===== src/rtl/ekf_pkg.sv =====
// Shared definitions for the EKF stage sequencer: stage codes, FSM states,
// command header layout and the command size in words.
package ekf_pkg;

    localparam logic [2:0] STAGE_IDLE  = 3'b000;
    localparam logic [2:0] STAGE_PRD   = 3'b001;
    localparam logic [2:0] STAGE_NEW   = 3'b010;
    localparam logic [2:0] STAGE_UPD   = 3'b011;
    localparam logic [2:0] STAGE_ASSOC = 3'b100;

    localparam int HDR_CODE_LSB = 0;
    localparam int HDR_CODE_MSB = 2;
    localparam int HDR_LAST_BIT = 31;
    localparam int CMD_WORDS    = 3;

    typedef enum logic [3:0] {
        ST_IDLE,
        ST_RD_H,
        ST_RD_A,
        ST_RD_B,
        ST_CAP_B,
        ST_ISSUE,
        ST_WAIT_ACK,
        ST_WAIT_RDY,
        ST_DONE
    } seq_state_e;

    // Codes 000 and anything above ASSOC are rejected as malformed commands.
    function automatic logic stage_code_valid(input logic [2:0] code);
        return (code != STAGE_IDLE) && (code <= STAGE_ASSOC);
    endfunction

endpackage


===== src/rtl/ekf_stage_seq_if.sv =====
// Command-memory read port: the sequencer is master, the memory is slave.
// Read data is expected exactly one cycle after cmd_en.
interface ekf_stage_seq_if #(
    parameter int CMD_AW = 10
);
    logic              cmd_en;
    logic [CMD_AW-1:0] cmd_addr;
    logic [31:0]       cmd_dout;

    modport master (output cmd_en, output cmd_addr, input cmd_dout);
    modport slave  (input cmd_en, input cmd_addr, output cmd_dout);
endinterface


===== src/rtl/ekf_stage_seq.sv =====
// Fetches 3-word commands from command memory and issues EKF stage requests.
// Optional watchdog on the wait states is enabled by defining SEQ_TIMEOUT_EN.
module ekf_stage_seq
    import ekf_pkg::*;
#(
    parameter int RSA_DW = 32,
    parameter int CMD_AW = 10,
    parameter int TMO_W  = 16
) (
    input  logic                 clk,
    input  logic                 sys_rst,
    input  logic                 start,
    input  logic [CMD_AW-1:0]    base_addr,
    ekf_stage_seq_if.master      cmd_bus,
    output logic [2:0]           stage_val,
    output logic [RSA_DW-1:0]    vlr,
    output logic [RSA_DW-1:0]    alpha,
    output logic [RSA_DW-1:0]    rk,
    output logic [RSA_DW-1:0]    phi,
    input  logic                 stage_rdy,
    output logic                 busy,
    output logic                 done,
    output logic                 err
);

    seq_state_e          state_q, state_d;
    logic [CMD_AW-1:0]   p_q, p_d;
    logic [CMD_AW-1:0]   cmd_addr_q, cmd_addr_d;
    logic                cmd_en_q, cmd_en_d;
    logic [2:0]          hdr_code_q, hdr_code_d;
    logic                hdr_last_q, hdr_last_d;
    logic [31:0]         word_a_q, word_a_d;
    logic                issue_cnt_q, issue_cnt_d;
    logic [2:0]          stage_val_q, stage_val_d;
    logic [RSA_DW-1:0]   vlr_q, vlr_d, alpha_q, alpha_d;
    logic [RSA_DW-1:0]   rk_q, rk_d, phi_q, phi_d;
    logic                busy_q, busy_d, done_q, done_d, err_q, err_d;
`ifdef SEQ_TIMEOUT_EN
    logic [TMO_W-1:0]    tmo_q, tmo_d;
`endif

    // Command words are signed fixed-point; sign-extend to the operand width.
    function automatic logic [RSA_DW-1:0] to_operand(input logic [31:0] w);
        return RSA_DW'($signed(w));
    endfunction

    always_comb begin
        state_d     = state_q;
        p_d         = p_q;
        hdr_code_d  = hdr_code_q;
        hdr_last_d  = hdr_last_q;
        word_a_d    = word_a_q;
        issue_cnt_d = issue_cnt_q;
        vlr_d       = vlr_q;
        alpha_d     = alpha_q;
        rk_d        = rk_q;
        phi_d       = phi_q;
        err_d       = err_q;
`ifdef SEQ_TIMEOUT_EN
        tmo_d       = tmo_q;
`endif

        case (state_q)
            ST_IDLE: begin
                if (start) begin
                    p_d     = base_addr;
                    err_d   = 1'b0;
                    state_d = ST_RD_H;
                end
            end
            ST_RD_H: state_d = ST_RD_A;
            ST_RD_A: begin
                hdr_code_d = cmd_bus.cmd_dout[HDR_CODE_MSB:HDR_CODE_LSB];
                hdr_last_d = cmd_bus.cmd_dout[HDR_LAST_BIT];
                state_d    = ST_RD_B;
            end
            ST_RD_B: begin
                word_a_d = cmd_bus.cmd_dout;
                state_d  = ST_CAP_B;
            end
            ST_CAP_B: begin
                if (!stage_code_valid(hdr_code_q)) begin
                    err_d   = 1'b1;
                    state_d = ST_IDLE;
                end else begin
                    if (hdr_code_q == STAGE_PRD) begin
                        vlr_d   = to_operand(word_a_q);
                        alpha_d = to_operand(cmd_bus.cmd_dout);
                    end else begin
                        rk_d  = to_operand(word_a_q);
                        phi_d = to_operand(cmd_bus.cmd_dout);
                    end
                    issue_cnt_d = 1'b0;
                    state_d     = ST_ISSUE;
                end
            end
            ST_ISSUE: begin
                if (!issue_cnt_q) begin
                    issue_cnt_d = 1'b1;
                end else begin
                    state_d = ST_WAIT_ACK;
`ifdef SEQ_TIMEOUT_EN
                    tmo_d   = '0;
`endif
                end
            end
            ST_WAIT_ACK: begin
                if (!stage_rdy) begin
                    state_d = ST_WAIT_RDY;
`ifdef SEQ_TIMEOUT_EN
                    tmo_d   = '0;
`endif
                end
`ifdef SEQ_TIMEOUT_EN
                else if (tmo_q == '1) begin
                    err_d   = 1'b1;
                    state_d = ST_IDLE;
                end else begin
                    tmo_d = tmo_q + TMO_W'(1);
                end
`endif
            end
            ST_WAIT_RDY: begin
                if (stage_rdy) begin
                    if (hdr_last_q) begin
                        state_d = ST_DONE;
                    end else begin
                        p_d     = p_q + CMD_AW'(CMD_WORDS);
                        state_d = ST_RD_H;
                    end
                end
`ifdef SEQ_TIMEOUT_EN
                else if (tmo_q == '1) begin
                    err_d   = 1'b1;
                    state_d = ST_IDLE;
                end else begin
                    tmo_d = tmo_q + TMO_W'(1);
                end
`endif
            end
            ST_DONE: state_d = ST_IDLE;
            default: state_d = ST_IDLE;
        endcase

        // Outputs are registered, so they are decoded from the next state.
        cmd_en_d   = 1'b0;
        cmd_addr_d = cmd_addr_q;
        case (state_d)
            ST_RD_H: begin
                cmd_en_d   = 1'b1;
                cmd_addr_d = p_d;
            end
            ST_RD_A: begin
                cmd_en_d   = 1'b1;
                cmd_addr_d = p_d + CMD_AW'(1);
            end
            ST_RD_B: begin
                cmd_en_d   = 1'b1;
                cmd_addr_d = p_d + CMD_AW'(2);
            end
            default: ;
        endcase
        stage_val_d = (state_d == ST_ISSUE) ? hdr_code_d : STAGE_IDLE;
        busy_d      = (state_d != ST_IDLE);
        done_d      = (state_d == ST_DONE);
    end

    always_ff @(posedge clk) begin
        if (sys_rst) begin
            state_q     <= ST_IDLE;
            p_q         <= '0;
            cmd_addr_q  <= '0;
            cmd_en_q    <= 1'b0;
            hdr_code_q  <= '0;
            hdr_last_q  <= 1'b0;
            word_a_q    <= '0;
            issue_cnt_q <= 1'b0;
            stage_val_q <= STAGE_IDLE;
            vlr_q       <= '0;
            alpha_q     <= '0;
            rk_q        <= '0;
            phi_q       <= '0;
            busy_q      <= 1'b0;
            done_q      <= 1'b0;
            err_q       <= 1'b0;
`ifdef SEQ_TIMEOUT_EN
            tmo_q       <= '0;
`endif
        end else begin
            state_q     <= state_d;
            p_q         <= p_d;
            cmd_addr_q  <= cmd_addr_d;
            cmd_en_q    <= cmd_en_d;
            hdr_code_q  <= hdr_code_d;
            hdr_last_q  <= hdr_last_d;
            word_a_q    <= word_a_d;
            issue_cnt_q <= issue_cnt_d;
            stage_val_q <= stage_val_d;
            vlr_q       <= vlr_d;
            alpha_q     <= alpha_d;
            rk_q        <= rk_d;
            phi_q       <= phi_d;
            busy_q      <= busy_d;
            done_q      <= done_d;
            err_q       <= err_d;
`ifdef SEQ_TIMEOUT_EN
            tmo_q       <= tmo_d;
`endif
        end
    end

    assign cmd_bus.cmd_en   = cmd_en_q;
    assign cmd_bus.cmd_addr = cmd_addr_q;
    assign stage_val        = stage_val_q;
    assign vlr              = vlr_q;
    assign alpha            = alpha_q;
    assign rk               = rk_q;
    assign phi              = phi_q;
    assign busy             = busy_q;
    assign done             = done_q;
    assign err              = err_q;

endmodule


===== src/flat_wrapper.sv =====
// flat-port wrapper written by rule: the top's interface ports become plain ports
module ekf_stage_seq_flat import ekf_pkg::*;
#(
    parameter int RSA_DW = 32,
    parameter int CMD_AW = 10,
    parameter int TMO_W  = 16
)
  (clk, sys_rst, start, base_addr, stage_val, vlr, alpha, rk, phi, stage_rdy, busy, done, err, cmd_bus_cmd_en, cmd_bus_cmd_addr, cmd_bus_cmd_dout);
  ekf_stage_seq_if #(.CMD_AW(CMD_AW)) cmd_bus_i ();
  input  logic clk;
  input  logic sys_rst;
  input  logic start;
  input  logic [CMD_AW-1:0] base_addr;
  output logic [2:0] stage_val;
  output logic [RSA_DW-1:0] vlr;
  output logic [RSA_DW-1:0] alpha;
  output logic [RSA_DW-1:0] rk;
  output logic [RSA_DW-1:0] phi;
  input  logic stage_rdy;
  output logic busy;
  output logic done;
  output logic err;
  output wire logic [$bits(cmd_bus_i.cmd_en)-1:0] cmd_bus_cmd_en;
  output wire logic [$bits(cmd_bus_i.cmd_addr)-1:0] cmd_bus_cmd_addr;
  input wire logic [$bits(cmd_bus_i.cmd_dout)-1:0] cmd_bus_cmd_dout;
  assign cmd_bus_cmd_en = cmd_bus_i.cmd_en;
  assign cmd_bus_cmd_addr = cmd_bus_i.cmd_addr;
  assign cmd_bus_i.cmd_dout = cmd_bus_cmd_dout;
  ekf_stage_seq #(.RSA_DW(RSA_DW), .CMD_AW(CMD_AW), .TMO_W(TMO_W)) u_core (.clk(clk), .sys_rst(sys_rst), .start(start), .base_addr(base_addr), .cmd_bus(cmd_bus_i), .stage_val(stage_val), .vlr(vlr), .alpha(alpha), .rk(rk), .phi(phi), .stage_rdy(stage_rdy), .busy(busy), .done(done), .err(err));
endmodule

===== config.mk =====
export PLATFORM = sky130hd
export DESIGN_NAME = ekf_stage_seq_flat
export DESIGN_NICKNAME = d
export VERILOG_FILES = /design/src/rtl/ekf_pkg.sv /design/src/rtl/ekf_stage_seq_if.sv /design/src/rtl/ekf_stage_seq.sv /design/src/flat_wrapper.sv
export SDC_FILE = /design/constraint.sdc
export NUM_CORES = 1
export LEC_CHECK = 0
export ABC_AREA = 1
export BUFFER_PORTS_ARGS = -buffer_cell sky130_fd_sc_hd__clkbuf_2
export CAP_MARGIN = 20
export CORE_UTILIZATION = 45
export CTS_BUF_LIST = sky130_fd_sc_hd__clkbuf_2
export CTS_CLUSTER_DIAMETER = 30
export DETAILED_ROUTE_END_ITERATION = 8
export GPL_TIMING_DRIVEN = 0
export PLACE_DENSITY = 0.76
export SLEW_MARGIN = 20
export SYNTH_ARGS = -nofsm -noshare
export SYNTH_HDL_FRONTEND = slang
export SYNTH_SLANG_ARGS = --single-unit

===== constraint.sdc =====
create_clock -name clk -period 5.2 [get_ports clk]
set_input_delay 0.78 -clock clk [delete_from_list [all_inputs] [get_ports clk]]
set_output_delay 0.78 -clock clk [all_outputs]
set_load 0.05 [all_outputs]

# --- Yosys cells after proc, flatten, opt, wreduce, memory -nomap -nowiden ---
# Cells that the tools add are included.
classes:
  add_sub_neg: 3
  multipliers: 0
  n_div: 0
  order_cmp: 1
  n_eq_ne: 16
  shift: 0
  n_mux: 19
  n_bitwise: 2
  n_reduce_logical: 13
op_table:
  columns: ["op", "count"]
  rows:
  - ["$pmux 4 s8", 1]
  - ["$mux 10", 3]
  - ["$pmux 10 s3", 1]
  - ["$add 10x2->10 const B", 2]
  - ["$eq 4x3->1 const B", 5]
  - ["$mux 4", 5]
  - ["$pmux 10 s2", 1]
  - ["$eq 4x2->1 const B", 4]
  - ["$add 10x1->10 const B", 1]
  - ["$reduce_and 3->1", 3]
  - ["$eq 4x1->1 const B", 2]
  - ["$mux 3", 2]
  - ["$reduce_bool 3->1", 2]
  - ["$eq 4x4->1 const B", 1]
  - ["$logic_not 4->1", 1]
  - ["$mux 1", 4]
  - ["$ne 2x2->1 const B", 2]
  - ["$pmux 1 s2", 2]
  - ["$reduce_bool 2->1", 2]
  - ["$reduce_bool 4->1", 1]
  - ["$eq 3x1->1 const B", 1]
  - ["$le 3x3->1 const B", 1]
  - ["$reduce_or 3->1", 1]
  - ["$ne 2x1->1 const B", 1]
  - ["other kinds (4)", 5]
totals:
  reg_bits: 196
  latch_bits: 0
  mem_bits_rw: 0
  rom_bits: 0
  inputBits: 46
  output_inout_bits: 145
  wordCells: 70
  n_memories: 0

# --- Depth between registers and ports, before layout ---
logic_depth:
  word_depth: 7
  depth_mapped: 18
  depth_no_buf: 18

# --- Least setup slack after synthesis ---
# OpenSTA, ideal clock, no wires.
synth_path:
  path_type: "input-to-reg"
  start: "input stage_rdy"
  end: "register u_core.cmd_addr_q[9], in the netlist u_core.cmd_bus.cmd_addr[9]"
  setup_time_ps: 109
  arrival_time_ps: 2103
  required_time_ps: 5091
  path_slack_ps: 2989
  stages: 15
  path_buffers: 0
  cell_sequence: "inv_1 nor2_4 nand3_1 nand2_1 nand2_1 nand2_1 nand2_4 ha_1 nand2_2 nor2_4 nand3_2 o21ai_1 nand3_1 nand2_1 inv_1"
synth_between:
  elab_chain_len: 4
  elab_cells_between_ends: 12
  classes_between: "add/sub (2); eq/ne (3); mux (6); reduce/logical (1)"
synth_rtl:
  columns: ["element", "line_no", "rtl"]
  rows:
  - ["from (decl)", "flat_wrapper.sv:19", "input logic stage_rdy;"]
  - ["$mux 10 *", "ekf_stage_seq.sv:124", "if (stage_rdy) begin"]
  - ["$pmux 10 s2 *", "ekf_stage_seq.sv:63", "case (state_q)"]
  - ["via u_core.p_d[2]", "ekf_stage_seq.sv:27", "logic [CMD_AW-1:0] p_q, p_d;"]
  - ["$add 10x2->10 / $add 10x1->10 (equally long branches)", "ekf_stage_seq.sv:159, ekf_stage_seq.sv:155", null]
  - ["$pmux 10 s3 *", "ekf_stage_seq.sv:148", "case (state_d)"]
  - ["to (signal assigned)", "ekf_stage_seq.sv:192", "cmd_addr_q <= cmd_addr_d;"]
  - ["to (decl)", "ekf_stage_seq.sv:28", "logic [CMD_AW-1:0] cmd_addr_q, cmd_addr_d;"]
# Mark *: on every way through the listed nets, which the timed path passes. The rest lies on a longest branch.
# A chain may end at the register's enable or synchronous reset.

# --- Final worst setup path ---
layout_path:
  start: "register u_core.state_q[1]"
  end: "register u_core.cmd_addr_q[9], in the netlist u_core.cmd_bus.cmd_addr[9]"
layout_between:
  elab_chain_len: 4
  elab_cells_between_ends: 21
  classes_between: "add/sub (2); eq/ne (10); mux (7); reduce/logical (2)"
layout_rtl:
  columns: ["element", "line_no", "rtl"]
  rows:
  - ["from (decl)", "ekf_stage_seq.sv:26", "seq_state_e state_q, state_d;"]
  - ["from (signal assigned)", "ekf_stage_seq.sv:190", "state_q <= state_d;"]
  - ["$eq 4x3->1 / $logic_not 4->1 (equally long branches)", "ekf_stage_seq.sv:63", null]
  - ["$pmux 10 s2 *", "ekf_stage_seq.sv:63", null]
  - ["via u_core.p_d[1]", "ekf_stage_seq.sv:27", null]
  - ["$add 10x2->10 / $add 10x1->10 (equally long branches)", "ekf_stage_seq.sv:159, ekf_stage_seq.sv:155", null]
  - ["$pmux 10 s3 *", "ekf_stage_seq.sv:148", null]
# Marks and branches as above.

==> out/metrics.cfg <==
[pwr]
p_leak_nw=4.373
vdd.ir_drop.worst_mv=0.1815
p_per_area_nw_per_um2=309.4

[worst_setup_path]
critPathCaptureType=flip-flop
startpoint_type=flip-flop
path_max_fanout=7
crit_type=reg2reg
crit_arrival_ps=3050
crit_required_ps=5900

[yosys]
post_synth_inst_count=1050
synth_warnings=0
ys_seq_elements=196
synth_cell_type_count=36
syn_area_sq_um=7749
synthFlopType=dfxtp_1
synth_edf_count=0
synthArstFlopShare_pct=0
synth_nets=1099
avgSynthCellArea_sq_um=7.380
yosysSeqAreaShare_pct=50.64

[place]
gp_congestion=0.8984
portBuffers=189
dp_hpwl_um=16170

[job]
maxCapViolations=0

[clock_network]
h-tree-depth=4
clock_path_buffers=2
post_cts_resized=0
clock_latency_ps=770
cts_setup_buffers=0
holdBufCountCts=0
cts_tree=built
path_clk_slew_ps=310
cts_buffers=17
cts_sinks=196
cts-root-buf=clkbuf_2

[die]
start_util_pct=46.40
fp-row-count=47
dieArea_sq_um=17750
core_area_sq_um=16700
die-width_um=133.2
io_pins=191
die_h_um=133.2

[timing]
finalCritPeriodShare_pct=45.07
rsz0062_at_grt=false
slew_violations=0
hold_viol=0
skew_ps=45.26
setup_viol_count_final=0
fin_hold_ws_ps=244.0
tns_ps=0
tightest_slew_ps=591.5
min_period_ps=2344
clock.fmax_ghz=0.4267
maxSlewHeadroom_pct=60.56

[detailed_routing]
drc=0
dr_total_vias=7395
drt-vias-per-instance=4.956
wl_um=21950
dr.first_iter.drc_count=485
ant_nets=0
wire_per_inst_um=14.71
firstDrtPassIters=5

[grt]
grt_max_degree=19
grtUsageTotal_pct=25.23
antenna_found_initial=1
grt_pass1_wl_um=35220
grt_pass1_vias=6855
grt_overflow_total=0

[cells_and_area]
layout_commonest_cell=nor2_1
nNetsFinal=1307
final_cell_mix=235 x nor2_1, 206 x clkbuf_2, 196 x dfxtp_1
fillers=1651
syn2layout_area_growth_pct=18.86
drive_above_1_share_pct=21.16

[run_status]
status=completed

[min_path]
min_path_type=in2reg

synth_stat cells (4+ instances only):
library cell | n | area [sq um]
dfxtp_1 | 196 | 3924
inv_1 | 113 | 424.2
nor2_4 | 5 | 56.30
nand3_1 | 26 | 130.1
o21ai_1 | 10 | 50.05
nor2_1 | 235 | 882.1
nand2_2 | 7 | 43.79
inv_2 | 13 | 48.80
nor2_2 | 4 | 25.02
o21ai_0 | 169 | 845.8
clkbuf_1 | 46 | 172.7
nand2_1 | 99 | 371.6
a21oi_1 | 74 | 370.4
nand4_1 | 9 | 56.30
buf_2 | 8 | 40.04
through the flow:
| step | std cells | utilization (%) | setup WS, ps | power [mW] | area (sq um) |
|---|---|---|---|---|---|
| final | 1492 | 55.15 | 2856 | 2.849 | 9210 |
| after global routing | 1492 | 55.15 | 2690 | 2.988 | 9210 |
| after CTS | 1491 | 55.13 | 2891 | 2.859 | 9208 |
| after detailed placement | 1459 | 53.71 | 2594 | 2.129 | 8970 |
| after global placement | 1459 | 53.71 | 2620 | 2.123 | 8970 |
| after floorplan | 1050 | - | 2989 | 1.988 | 7749 |
sequential cells by signal (all words and copies together) (netlist names):
name,cells
u_core.alpha,32
u_core.busy,1
u_core.cmd_bus.cmd_addr,10
u_core.cmd_bus.cmd_en,1
u_core.done,1
u_core.err,1
u_core.hdr_code_q,3
u_core.hdr_last_q,1
u_core.issue_cnt_q,1
u_core.p_q,10
u_core.phi,32
u_core.rk,32
u_core.stage_val,3
u_core.state_q,4
u_core.vlr,32
u_core.word_a_q,32
where the power goes:
part           leakage [nW]  internal [mW]  switching [mW]
clock network         0.145          0.190           0.552
registers              1.58           1.57          0.0415
logic                  2.64          0.133           0.367
total                  4.37           1.89           0.960
worst max-delay path, cell delays in order (launching register included):
cell	delay, ps
dfxtp_1	540
nor2_2	130
nand3_2	170
nand2_2	130
o21ai_1	180
nand2_1	150
nand2_4	130
ha_1	240
nand2_2	90
nor2_4	130
nand3_2	110
o21ai_1	140
nand3_1	80
nand2_1	70
inv_1	30
worst paths after layout:
kind                                            from                          to  slack (ps)  cells past startpoint
worst max-delay path               u_core.state_q[1]  u_core.cmd_bus.cmd_addr[9]        2860                     14
worst min-delay path            cmd_bus_cmd_dout[19]            u_core.alpha[19]         240                      3
worst max register to register     u_core.state_q[1]  u_core.cmd_bus.cmd_addr[9]        2860                     14
worst min register to register         u_core.rk[27]               u_core.rk[27]         460                      2
per-layer routing:
| metal | routed length (um) | global-route usage (%) | up-vias |
|---|---|---|---|
| met5 | 0 | 0 | - |
| met4 | 302 | 6.376 | 0 |
| met3 | 1589 | 7.382 | 24 |
| met2 | 10100 | 41.54 | 210 |
| met1 | 9958 | 32.38 | 3390 |
| li1 | - | - | 3771 |
final cells by class:
cell class	count	area, sq um	area share [%]
Antenna cell	1	2.502	0.02717
Buffer	56	227.7	2.472
Clock buffer	17	85.08	0.9238
Clock inverter	15	152.6	1.657
Inverter	127	476.7	5.176
Multi-Input combinational cell	671	3120	33.88
Sequential cell	196	3924	42.60
Tap cell	220	275.3	2.989
Timing Repair Buffer	189	945.9	10.27
cells by family after synthesis:
logic type | Yosys count | share of synthesized area, %
xor+xnor | 3 | 0.3392
flops | 196 | 50.64
compound gates | 266 | 17.71
fa+ha+maj | 3 | 0.4845
mux | 1 | 0.1292
simple gates | 398 | 21.60
buf+inv | 183 | 9.091
(Power assumes the default switching activity.)
